### config.mk
export PLATFORM = sky130hd
export DESIGN_NAME = sc_scbc_rarb
export DESIGN_NICKNAME = d
export VERILOG_FILES = /design/src/rtl/sc_scbc_rarb.sv
export SDC_FILE = /design/constraint.sdc
export NUM_CORES = 1
export LEC_CHECK = 0
export BUFFER_PORTS_ARGS = -buffer_cell sky130_fd_sc_hd__buf_4
export CORE_AREA = 2 2 124 126
export CTS_BUF_LIST = sky130_fd_sc_hd__clkbuf_4
export DETAILED_ROUTE_END_ITERATION = 10
export DIE_AREA = 0 0 126 128
export PLACE_DENSITY = 0.77
export SLEW_MARGIN = 20
export SYNTH_ARGS = -nofsm -noshare
export SYNTH_HDL_FRONTEND = slang
export SYNTH_SLANG_ARGS = --single-unit
### constraint.sdc
create_clock -name SYSCLK -period 2.7 [get_ports SYSCLK]
set_clock_uncertainty 0.05 [all_clocks]
set_input_delay 0.27 -clock SYSCLK [delete_from_list [all_inputs] [get_ports SYSCLK]]
set_output_delay 0.27 -clock SYSCLK [all_outputs]
set_load 0.01 [all_outputs]
### src/rtl/sc_scbc_rarb.sv
// Two-master round-robin register arbiter: one slave access at a time; sync ACK two cycles after REQ,
// async ACK one cycle after S_COMP or after TIMEOUT WAIT cycles with ERR; requesters hold REQ until ACK.
module sc_scbc_rarb #(
   parameter int ADDR_WIDTH = 32,
   parameter int TIMEOUT    = 255
) (
   input  logic                  SYSCLK,
   input  logic                  SYSRSTB,
   input  logic                  M0_REQ,
   input  logic                  M0_WR,
   input  logic [ADDR_WIDTH-1:0] M0_ADR,
   input  logic [31:0]           M0_WDAT,
   input  logic [3:0]            M0_WSTB,
   output logic                  M0_ACK,
   output logic [31:0]           M0_RDAT,
   output logic                  M0_ERR,
   input  logic                  M1_REQ,
   input  logic                  M1_WR,
   input  logic [ADDR_WIDTH-1:0] M1_ADR,
   input  logic [31:0]           M1_WDAT,
   input  logic [3:0]            M1_WSTB,
   output logic                  M1_ACK,
   output logic [31:0]           M1_RDAT,
   output logic                  M1_ERR,
   output logic                  S_WENB,
   output logic                  S_RENB,
   output logic [ADDR_WIDTH-1:0] S_ADR,
   output logic [31:0]           S_WDAT,
   output logic [3:0]            S_WSTB,
   input  logic                  S_ASYNC,
   input  logic                  S_COMP,
   input  logic [31:0]           S_RDAT,
   output logic                  BUSY
);

   typedef enum logic [1:0] {IDLE, ISSUE, WAIT, DONE} state_t;

   localparam logic [7:0] TO_LAST = 8'(TIMEOUT - 1);

   state_t                state_q, state_d;
   logic                  gnt_q, gnt_d;
   logic                  last_q, last_d;
   logic                  wr_q, wr_d;
   logic [ADDR_WIDTH-1:0] adr_q, adr_d;
   logic [31:0]           wdat_q, wdat_d;
   logic [3:0]            wstb_q, wstb_d;
   logic [7:0]            cnt_q, cnt_d;
   logic                  wenb_q, wenb_d;
   logic                  renb_q, renb_d;
   logic                  busy_q, busy_d;
   logic                  ack0_q, ack0_d, ack1_q, ack1_d;
   logic                  err0_q, err0_d, err1_q, err1_d;
   logic [31:0]           rdat0_q, rdat0_d, rdat1_q, rdat1_d;
   logic                  fin, fin_err, fin_ld;
   logic [31:0]           fin_dat;

   always_comb begin
      state_d = state_q;
      gnt_d   = gnt_q;
      last_d  = last_q;
      wr_d    = wr_q;
      adr_d   = adr_q;
      wdat_d  = wdat_q;
      wstb_d  = wstb_q;
      cnt_d   = cnt_q;
      wenb_d  = 1'b0;
      renb_d  = 1'b0;
      ack0_d  = 1'b0;
      ack1_d  = 1'b0;
      err0_d  = err0_q;
      err1_d  = err1_q;
      rdat0_d = rdat0_q;
      rdat1_d = rdat1_q;
      fin     = 1'b0;
      fin_err = 1'b0;
      fin_ld  = 1'b0;
      fin_dat = S_RDAT;
      case (state_q)
         IDLE: begin
            if (M0_REQ || M1_REQ) begin
               // On contention the master that did not win last time goes first.
               gnt_d   = (M0_REQ && M1_REQ) ? ~last_q : M1_REQ;
               wr_d    = gnt_d ? M1_WR   : M0_WR;
               adr_d   = gnt_d ? M1_ADR  : M0_ADR;
               wdat_d  = gnt_d ? M1_WDAT : M0_WDAT;
               wstb_d  = gnt_d ? M1_WSTB : M0_WSTB;
               wenb_d  = wr_d;
               renb_d  = ~wr_d;
               state_d = ISSUE;
            end
         end
         ISSUE: begin
            if (S_ASYNC) begin
               cnt_d   = '0;
               state_d = WAIT;
            end else begin
               fin    = 1'b1;
               fin_ld = ~wr_q;
            end
         end
         WAIT: begin
            // Completion is tested before the timeout so a coincident S_COMP wins.
            if (S_COMP) begin
               fin    = 1'b1;
               fin_ld = ~wr_q;
            end else if (cnt_q == TO_LAST) begin
               fin     = 1'b1;
               fin_err = 1'b1;
               fin_ld  = 1'b1;
               fin_dat = '0;
            end else begin
               cnt_d = cnt_q + 8'd1;
            end
         end
         DONE: begin
            last_d  = gnt_q;
            state_d = IDLE;
         end
         default: state_d = IDLE;
      endcase
      if (fin) begin
         state_d = DONE;
         if (gnt_q) begin
            ack1_d = 1'b1;
            err1_d = fin_err;
            if (fin_ld) rdat1_d = fin_dat;
         end else begin
            ack0_d = 1'b1;
            err0_d = fin_err;
            if (fin_ld) rdat0_d = fin_dat;
         end
      end
      busy_d = (state_d != IDLE);
   end

   always_ff @(posedge SYSCLK or negedge SYSRSTB) begin
      if (!SYSRSTB) begin
         state_q <= IDLE;
         gnt_q   <= 1'b0;
         last_q  <= 1'b1;
         wr_q    <= 1'b0;
         adr_q   <= '0;
         wdat_q  <= '0;
         wstb_q  <= '0;
         cnt_q   <= '0;
         wenb_q  <= 1'b0;
         renb_q  <= 1'b0;
         busy_q  <= 1'b0;
         ack0_q  <= 1'b0;
         ack1_q  <= 1'b0;
         err0_q  <= 1'b0;
         err1_q  <= 1'b0;
         rdat0_q <= '0;
         rdat1_q <= '0;
      end else begin
         state_q <= state_d;
         gnt_q   <= gnt_d;
         last_q  <= last_d;
         wr_q    <= wr_d;
         adr_q   <= adr_d;
         wdat_q  <= wdat_d;
         wstb_q  <= wstb_d;
         cnt_q   <= cnt_d;
         wenb_q  <= wenb_d;
         renb_q  <= renb_d;
         busy_q  <= busy_d;
         ack0_q  <= ack0_d;
         ack1_q  <= ack1_d;
         err0_q  <= err0_d;
         err1_q  <= err1_d;
         rdat0_q <= rdat0_d;
         rdat1_q <= rdat1_d;
      end
   end

   assign M0_ACK  = ack0_q;
   assign M0_ERR  = err0_q;
   assign M0_RDAT = rdat0_q;
   assign M1_ACK  = ack1_q;
   assign M1_ERR  = err1_q;
   assign M1_RDAT = rdat1_q;
   assign S_WENB  = wenb_q;
   assign S_RENB  = renb_q;
   assign S_ADR   = adr_q;
   assign S_WDAT  = wdat_q;
   assign S_WSTB  = wstb_q;
   assign BUSY    = busy_q;

endmodule

==> results of run 1 <==
[worst paths after layout]
| check | startpoint | endpoint | slack [ps] | cells after the start |
|---|---|---|---|---|
| setup / recovery | M1_REQ | S_WENB | 110 | 8 |
| hold / removal | M0_REQ | wr_q | 50 | 3 |
| setup reg to reg | last_q | S_WENB | 110 | 6 |
| hold reg to reg | S_WDAT[20] | S_WDAT[20] | 440 | 2 |
| max in group asynchronous | SYSRSTB | last_q | 1750 | 3 |
| min in group asynchronous | SYSRSTB | M0_RDAT[6] | 110 | 2 |
[layer usage]
layer | global-route usage | vias up | wire length [microns]
li1 | - | 2945 | -
met1 | 0.342 | 3093 | 9040
met2 | 0.473 | 366 | 11600
met3 | 0.0639 | 69 | 1770
met4 | 0.149 | 0 | 1040
met5 | 0 | - | 0
[layout make-up]
cell class,count,share of cell area
Inverter,5,0.00171
Clock inverter,14,0.0202
Sequential cell,152,0.347
Timing Repair Buffer,469,0.360
Multi-Input combinational cell,374,0.237
Tap cell,188,0.0214
Antenna cell,1,0.000228
Clock buffer,18,0.0123
[through the flow]
step                      cell area, sq um  power [mW]  utilization  hold WS (ps)
after floorplan                       6570        6.10            -         -75.6
after global placement                9160        8.33        0.616           141
after detailed placement              9160        8.47        0.616           142
after CTS                            10900        10.4        0.735         0.472
after global routing                 11000        11.2        0.738          25.6
final                                11000        10.7        0.738          54.3
[kinds of logic (layout without fill, tap and decap cells)]
| group | after synthesis | in the layout | synth area share |
|---|---|---|---|
| AO/OA/AOI/OAI | 157 | 157 | 0.164 |
| flip-flops | 152 | 152 | 0.579 |
| AND/OR/NAND/NOR | 136 | 136 | 0.0998 |
| multiplexers | 74 | 74 | 0.114 |
| buffers and inverters | 45 | 506 | 0.0305 |
| adder cells (fa/ha/maj) | 7 | 7 | 0.0133 |
| other | 0 | 1 | 0 |
[power by group]
| part | leakage, nW | internal [mW] | switching (mW) |
|---|---|---|---|
| clock | 0.186 | 0.847 | 0.853 |
| combinational | 3.36 | 2.48 | 2.52 |
| sequential | 1.92 | 3.28 | 0.681 |
| total | 5.47 | 6.61 | 4.05 |
[layout by cell type, fill, tap and decap left out, drive strengths merged, types with 19 or more instances in the layout]
cell	n
dlygate4sd3	142
buf	326
clkbuf	19
nor2b	34
o21ai	72
nand2	76
dfrtp	151
a22o	66
mux2i	70
[what timing repair did]
action                                  in CTS  in global routing
hold buffers                               141                  1
endpoints found under the hold margin      221                  1
endpoints found under the setup margin       0                  1
resized for setup                            0                  1
[sequential cells by signal, indices dropped and copies added (netlist names), 2 cells and up]
register / flops
M0_RDAT: 32
M1_RDAT: 32
S_ADR: 32
S_WDAT: 32
cnt_q: 8
S_WSTB: 4
state_q: 2
[worst max-delay path: stages]
cell           delay [ps]
dlygate4sd3_1         540
buf_4                 130
a21boi_4              270
buf_12                250
mux2i_2               300
dlygate4sd3_1         610
nor2_1                 50
dlygate4sd3_1         560
==> metrics.cfg, run 1 <==
[sta]
hold_violations = 0
setup_viol = 0
setup_tns_ps = 0
slew_violations = 0
fin_crit_ps = 2590
timing.slew.headroom = 0.636
worst_slack_ps = 115
max_freq_ghz = 0.387
worst_pin_slew_ps = 541
rsz0062_at_grt = false
finalCritPeriodShare = 0.957

[clock_tree]
post_cts_buffers = 0
worstSkewPairLatency_ps = 560
clkTransAtPathRegs_ps = 130
root_buffer = clkbuf_4
cts_max_path_buffers = 2
cts_htree_levels = 4
numCtsBuffers = 17
cts_tree = yes
clock-sinks = 152

[synthesis]
yosys_register_bits = 152
yosysTopAreaCellShare = 0.575
synthCells = 571
synth_edf_count = 0
synth_cell_types = 32
ys_top_cells_by_count = 151 x dfrtp_1, 76 x nand2_1, 71 x o21ai_0
avgSynthCellArea_sq_um = 11.5
synthesis.nets = 754
yosysMostFrequentCell = dfrtp_1
syn_area_sq_um = 6570
yosys_warnings = 0
async_flop_share = 1.00
ys_seq_area_frac = 0.579
synth.largest_area_cell = dfrtp_1
synth_area_leaders = dfrtp_1 58%, mux2i_1 11%, a22o_1 8.8%
synth_ff_type = dfrtp_1

[worst_setup_path]
arrival_ps = 2990
path_max_fanout = 23
crit_type = input pin to register
startpoint_type = input pin
cp-end-kind = register
cp_data_required_time_ps = 3100

[global_routing]
grt_max_degree = 137
overflow = 0
first_global_vias = 6545
grt_pass1_wl_microns = 35200
grt_usage = 0.282
antenna_found_initial = 1

[detailed_routing]
dr.pass1.iters = 5
drt-total-wl_microns = 23400
drt_iter0_drc = 404
antenna_left = 0
routed_via_density = 5.30
drc = 0
routed-via-count = 6473
wl_per_cell_microns = 19.2

[final_layout]
final.fill_count = 950
layout.nets = 1202
stdcell_count = 1221
multiInputGateArea_sq_um = 2600
drive_above_1_share = 0.358
regArea_sq_um = 3800
area_growth_pct = 66.9

[placement]
dp_hpwl_microns = 13900
placedCellCount = 1045
pre_cts_slack_ps = 413
gp_congestion = 0.825
port_buffers = 314

[floorplan]
die_area_sq_um = 16100
num_io_pins = 315
fp.dieH_microns = 128
chipWidth_microns = 126
coreArea_sq_um = 14900
num_rows = 45
start_util = 0.442

[status]
status = finished clean

[run]
maxCapViolCount = 0

[min_path]
hp-class = input pin to register

[power]
power.density_nw_per_um2 = 972
cellLeakagePower_nw = 5.47
peakVddDrop_v = 0.000529

(Power assumes the default switching activity.)
==> run 2: changes to the inputs <==
clock period = 2.86 ns   (was 2.7 ns; I/O delays follow)
==> metrics.cfg, run 2 (synthesized netlist as in run 1, its figures left out) <==
[final_layout]
final_cell_mix = 320 x buf_4, 151 x dfrtp_1, 135 x dlygate4sd3_1
layout.nets = 1192
area_growth_pct = 63.7
final_common_cell = buf_4
drive_above_1_share = 0.358

[global_routing]
first_global_vias = 6477
grt_usage = 0.272
antenna_found_initial = 1
grt_max_degree = 108
grt_pass1_wl_microns = 34000
overflow = 0

[worst_setup_path]
rrSetupSlack_ps = 430
startpoint_type = register
timing.rr.start = last_q
worstPathCellList = a21boi_4 -> buf_12 -> mux2i_1 -> dlygate4sd3_1 -> o21ai_0
reg2regPathDepth = 5
cp-end-kind = register
crit_family = buffers and inverters
path_max_fanout = 44
slowest_stage = dlygate4sd3_1
arrival_ps = 2780
worst-path-buf-inv = 2
r2r_end = S_WSTB[3]
crit_type = register to register
critPathMaxStageDelay_ps = 580
cp_data_required_time_ps = 3220

[placement]
gp_congestion = 0.844
dp_hpwl_microns = 13800
port_buffers = 314

[sta]
timing.slew.headroom = 0.434
fin_crit_ps = 2430
finalCritPeriodShare = 0.849
max_freq_ghz = 0.412
worst_pin_slew_ps = 846
hold_violations = 0
setup_viol = 0
setup_tns_ps = 0
rsz0062_at_grt = false
slew_violations = 0

[power]
clock_power_share = 0.135
seqPwrFrac = 0.387
internal-power_mw = 5.86
p_sw_mw = 3.73
power.density_nw_per_um2 = 892
swShare = 0.389
peakVddDrop_v = 0.000447
comb_power_share = 0.478
cellLeakagePower_nw = 5.37
total_power_mw = 9.59

[run]
maxCapViolCount = 0

[status]
status = finished clean

[clock_tree]
worstSkewPairLatency_ps = 540
cts_max_path_buffers = 2
cts.repair.resized = 0
cts_tree = yes
clock-sinks = 152
post_cts_buffers = 0
numCtsBuffers = 17
cts_htree_levels = 4
clkTransAtPathRegs_ps = 150
root_buffer = clkbuf_4

[floorplan]
fp.dieH_microns = 128
die_area_sq_um = 16100
num_rows = 45
coreArea_sq_um = 14900
start_util = 0.442
num_io_pins = 315
chipWidth_microns = 126

[min_path]
holdPathStages = 3
hp-class = input pin to register
holdPathEnd = M0_RDAT[6]
min-delay-start = S_RDAT[6]

[detailed_routing]
wl_per_cell_microns = 18.3
drt_iter0_drc = 271
drt-total-wl_microns = 22200
routed_via_density = 5.21
drc = 0
routed-via-count = 6307
antenna_left = 0
dr.pass1.iters = 4

-- run 2: changes by cell type in the layout (fill, tap and decap cells not counted), sizes merged --
cell         previous run  this run
clkbuf                 19        17
inv                     7        11
clkinv                  6         5
clkinvlp                1         3
buf                   326       324
bufinv                  5         1
dlygate4sd3           142       135
-- run 2: through the flow --
stage	util	std cells	hold WS (ps)	area, sq um	setup slack (ps)
after floorplan	-	571	-59.6	6570	719
after global placement	0.614	1043	281	9130	641
after detailed placement	0.614	1043	286	9130	583
after CTS	0.723	1210	6.93	10800	511
after global routing	0.723	1210	38.4	10800	331
final	0.723	1211	73.8	10800	433
-- run 2: power by group through the flow --
stage | clock [mW] | combinational (mW) | sequential (mW)
floorplan | 0 | 1.71 | 4.05
global placement | 0 | 4.16 | 3.69
detailed placement | 0 | 4.26 | 3.71
CTS | 1.31 | 4.50 | 3.68
global route | 1.40 | 4.94 | 3.83
finish | 1.29 | 4.58 | 3.71
-- run 2: cell type report --
type | instances | area (sq um)
fillers | 1007 | 4110
repair buffers | 459 | 3820
flip-flops and latches | 152 | 3800
multi-input cells | 374 | 2600
well taps | 188 | 235
clock inverters | 15 | 143
clock buffers | 17 | 128
inverters | 5 | 18.8
diodes | 1 | 2.50
-- run 2: routing by layer --
metal  GRT usage  wire length, microns  vias up
met4       0.140                   947        0
li1            -                     -     2916
met5           0                     0        -
met3      0.0701                  1520       60
met1       0.334                  8800     3026
met2       0.446                 10900      305
-- run 2: what timing repair did --
action	4_1_cts	5_1_grt
endpoints found under the hold margin	136	0
endpoints found under the setup margin	0	0
hold buffers	135	0
-- run 2: how the worst max path moves through the flow --
stage | startpoint | endpoint | slack (ps) | cells after the start
5_1_grt | last_q | S_WSTB[3] | 330 | 5
3_3_place_gp | state_q[0] | cnt_q[7] | 640 | 6
6_report | last_q | S_WSTB[3] | 430 | 5
3_5_place_dp | state_q[0] | cnt_q[4] | 580 | 6
4_1_cts | last_q | S_WDAT[20] | 510 | 5
2_1_floorplan | state_q[0] | cnt_q[5] | 720 | 8
-- run 2: tightest hold or removal path, cell delays in order --
cell	delay, ps
buf_4	70
nor2b_1	150
a22o_1	140
==> run 3: changes to the inputs <==
clock period = 2.4 ns   (was 2.86 ns; I/O delays follow)
==> metrics.cfg, run 3 (synthesized netlist as in run 1, its figures left out) <==
[floorplan]
num_rows = 45
die_area_sq_um = 16100
chipWidth_microns = 126
coreArea_sq_um = 14900
start_util = 0.442
num_io_pins = 315
fp.dieH_microns = 128

[status]
status = finished clean

[sta]
setup_tns_ps = 0
fin_crit_ps = 2220
finalCritPeriodShare = 0.924
slew_violations = 0
hold_violations = 0
timing.slew.headroom = 0.340
rsz0062_at_grt = false
worst_pin_slew_ps = 986
max_freq_ghz = 0.451
worst_slack_ps = 182
setup_viol = 0

[global_routing]
antenna_found_initial = 0
overflow = 0
first_global_vias = 6752
grt_usage = 0.284
grt_max_degree = 65
grt_pass1_wl_microns = 35700

[detailed_routing]
wl_per_cell_microns = 19.2
drc = 0
antenna_left = 0
drt_iter0_drc = 435
dr.pass1.iters = 5
drt-total-wl_microns = 23800
routed-via-count = 6645
routed_via_density = 5.37

[placement]
port_buffers = 314
pre_cts_slack_ps = 165
gp_congestion = 0.829
dp_hpwl_microns = 13900

[worst_setup_path]
worstPathCellList = inv_1 -> ha_1 -> buf_4 -> mux2i_1 -> a221o_2 -> or4_1 -> a21oi_1
timing.rr.start = state_q[0]
arrival_ps = 2660
rrSetupSlack_ps = 180
path_max_fanout = 12
crit_type = register to register
cp-end-kind = register
reg2regPathDepth = 7
startpoint_type = register
critPathMaxStageDelay_ps = 490
slowest_stage = or4_1
worst-path-buf-inv = 2
r2r_end = cnt_q[4]
crit_family = compound AO/OA/AOI/OAI gates
cp_data_required_time_ps = 2840

[power]
power.density_nw_per_um2 = 1090
peakVddDrop_v = 0.000446
cellLeakagePower_nw = 5.56

[final_layout]
final.fill_count = 910
final_cell_mix = 327 x buf_4, 151 x dfrtp_1, 150 x dlygate4sd3_1
area_growth_pct = 70.0
num_antenna_cells = 0
final_common_cell = buf_4
drive_above_1_share = 0.362
layout.nets = 1220

[min_path]
hp-class = input pin to register
holdPathStages = 3
holdPathEnd = M0_RDAT[26]
min-delay-start = S_RDAT[26]

[clock_tree]
worstSkewPairLatency_ps = 550
numCtsBuffers = 17
cts_tree = yes
cts_max_path_buffers = 2
clkTransAtPathRegs_ps = 140
cts_htree_levels = 4
root_buffer = clkbuf_4
clock-sinks = 152

[run]
maxCapViolCount = 0

[run 3: changes by cell type in the layout (fill, tap and decap cells not counted), sizes merged]
cell and delta:
buf +13, clkinv -5, dlygate4sd3 +15, bufinv +4
inv +1, diode -1
[run 3: final cells by class]
cell class,count,area (sq um),area share
clock buffers,17,128,0.0114
repair buffers,487,4150,0.371
flip-flops and latches,152,3800,0.341
well taps,188,235,0.0211
inverters,5,18.8,0.00168
multi-input cells,374,2600,0.233
clock inverters,15,239,0.0214
[run 3: repair_timing]
action,4_1_cts,5_1_grt
gates resized for setup,0,1
setup endpoints to repair,0,26
buffers inserted,0,4
endpoints found under the hold margin,230,0
hold buffers,150,0
[run 3: worst max path at each step]
stage	endpoint	slack, ps	cells past startpoint	start
floorplan	cnt_q[5]	260	8	state_q[0]
global placement	cnt_q[7]	240	7	state_q[0]
detailed placement	cnt_q[6]	170	7	state_q[0]
CTS	S_WSTB[0]	40	5	last_q
global route	cnt_q[6]	40	7	state_q[0]
finish	cnt_q[4]	180	7	state_q[0]
[run 3: routing by layer]
metal | global-route usage | wire [microns] | up-vias | part of all wire
met5 | 0 | 0 | - | 0
met4 | 0.168 | 1290 | 0 | 0.054
met3 | 0.0664 | 1940 | 81 | 0.082
met2 | 0.471 | 11600 | 402 | 0.49
met1 | 0.338 | 8930 | 3179 | 0.38
li1 | - | - | 2983 | -
[run 3: worst register-to-register path, stage by stage, from the launching register on]
cell and delay, ps:
dfrtp_1 420, inv_1 120, ha_1 270, buf_4 170
mux2i_1 80, a221o_2 410, or4_1 490, a21oi_1 150
[run 3: stage by stage]
stage / total power, mW / instance area (sq um) / hold slack (ps) / instances / utilization
final: 12.2 / 11200 / 37.2 / 1238 / 0.752
after detailed placement: 9.63 / 9260 / 169 / 1052 / 0.623
after global placement: 9.48 / 9260 / 164 / 1052 / 0.623
after CTS: 11.9 / 11100 / 1.15 / 1234 / 0.749
after global routing: 12.9 / 11200 / 26.9 / 1238 / 0.752
after floorplan: 6.86 / 6570 / -106 / 571 / -
[run 3: report_power, final]
group	switching [mW]	internal, mW
sequential	0.781	3.69
clock	1.02	0.961
combinational	2.86	2.89
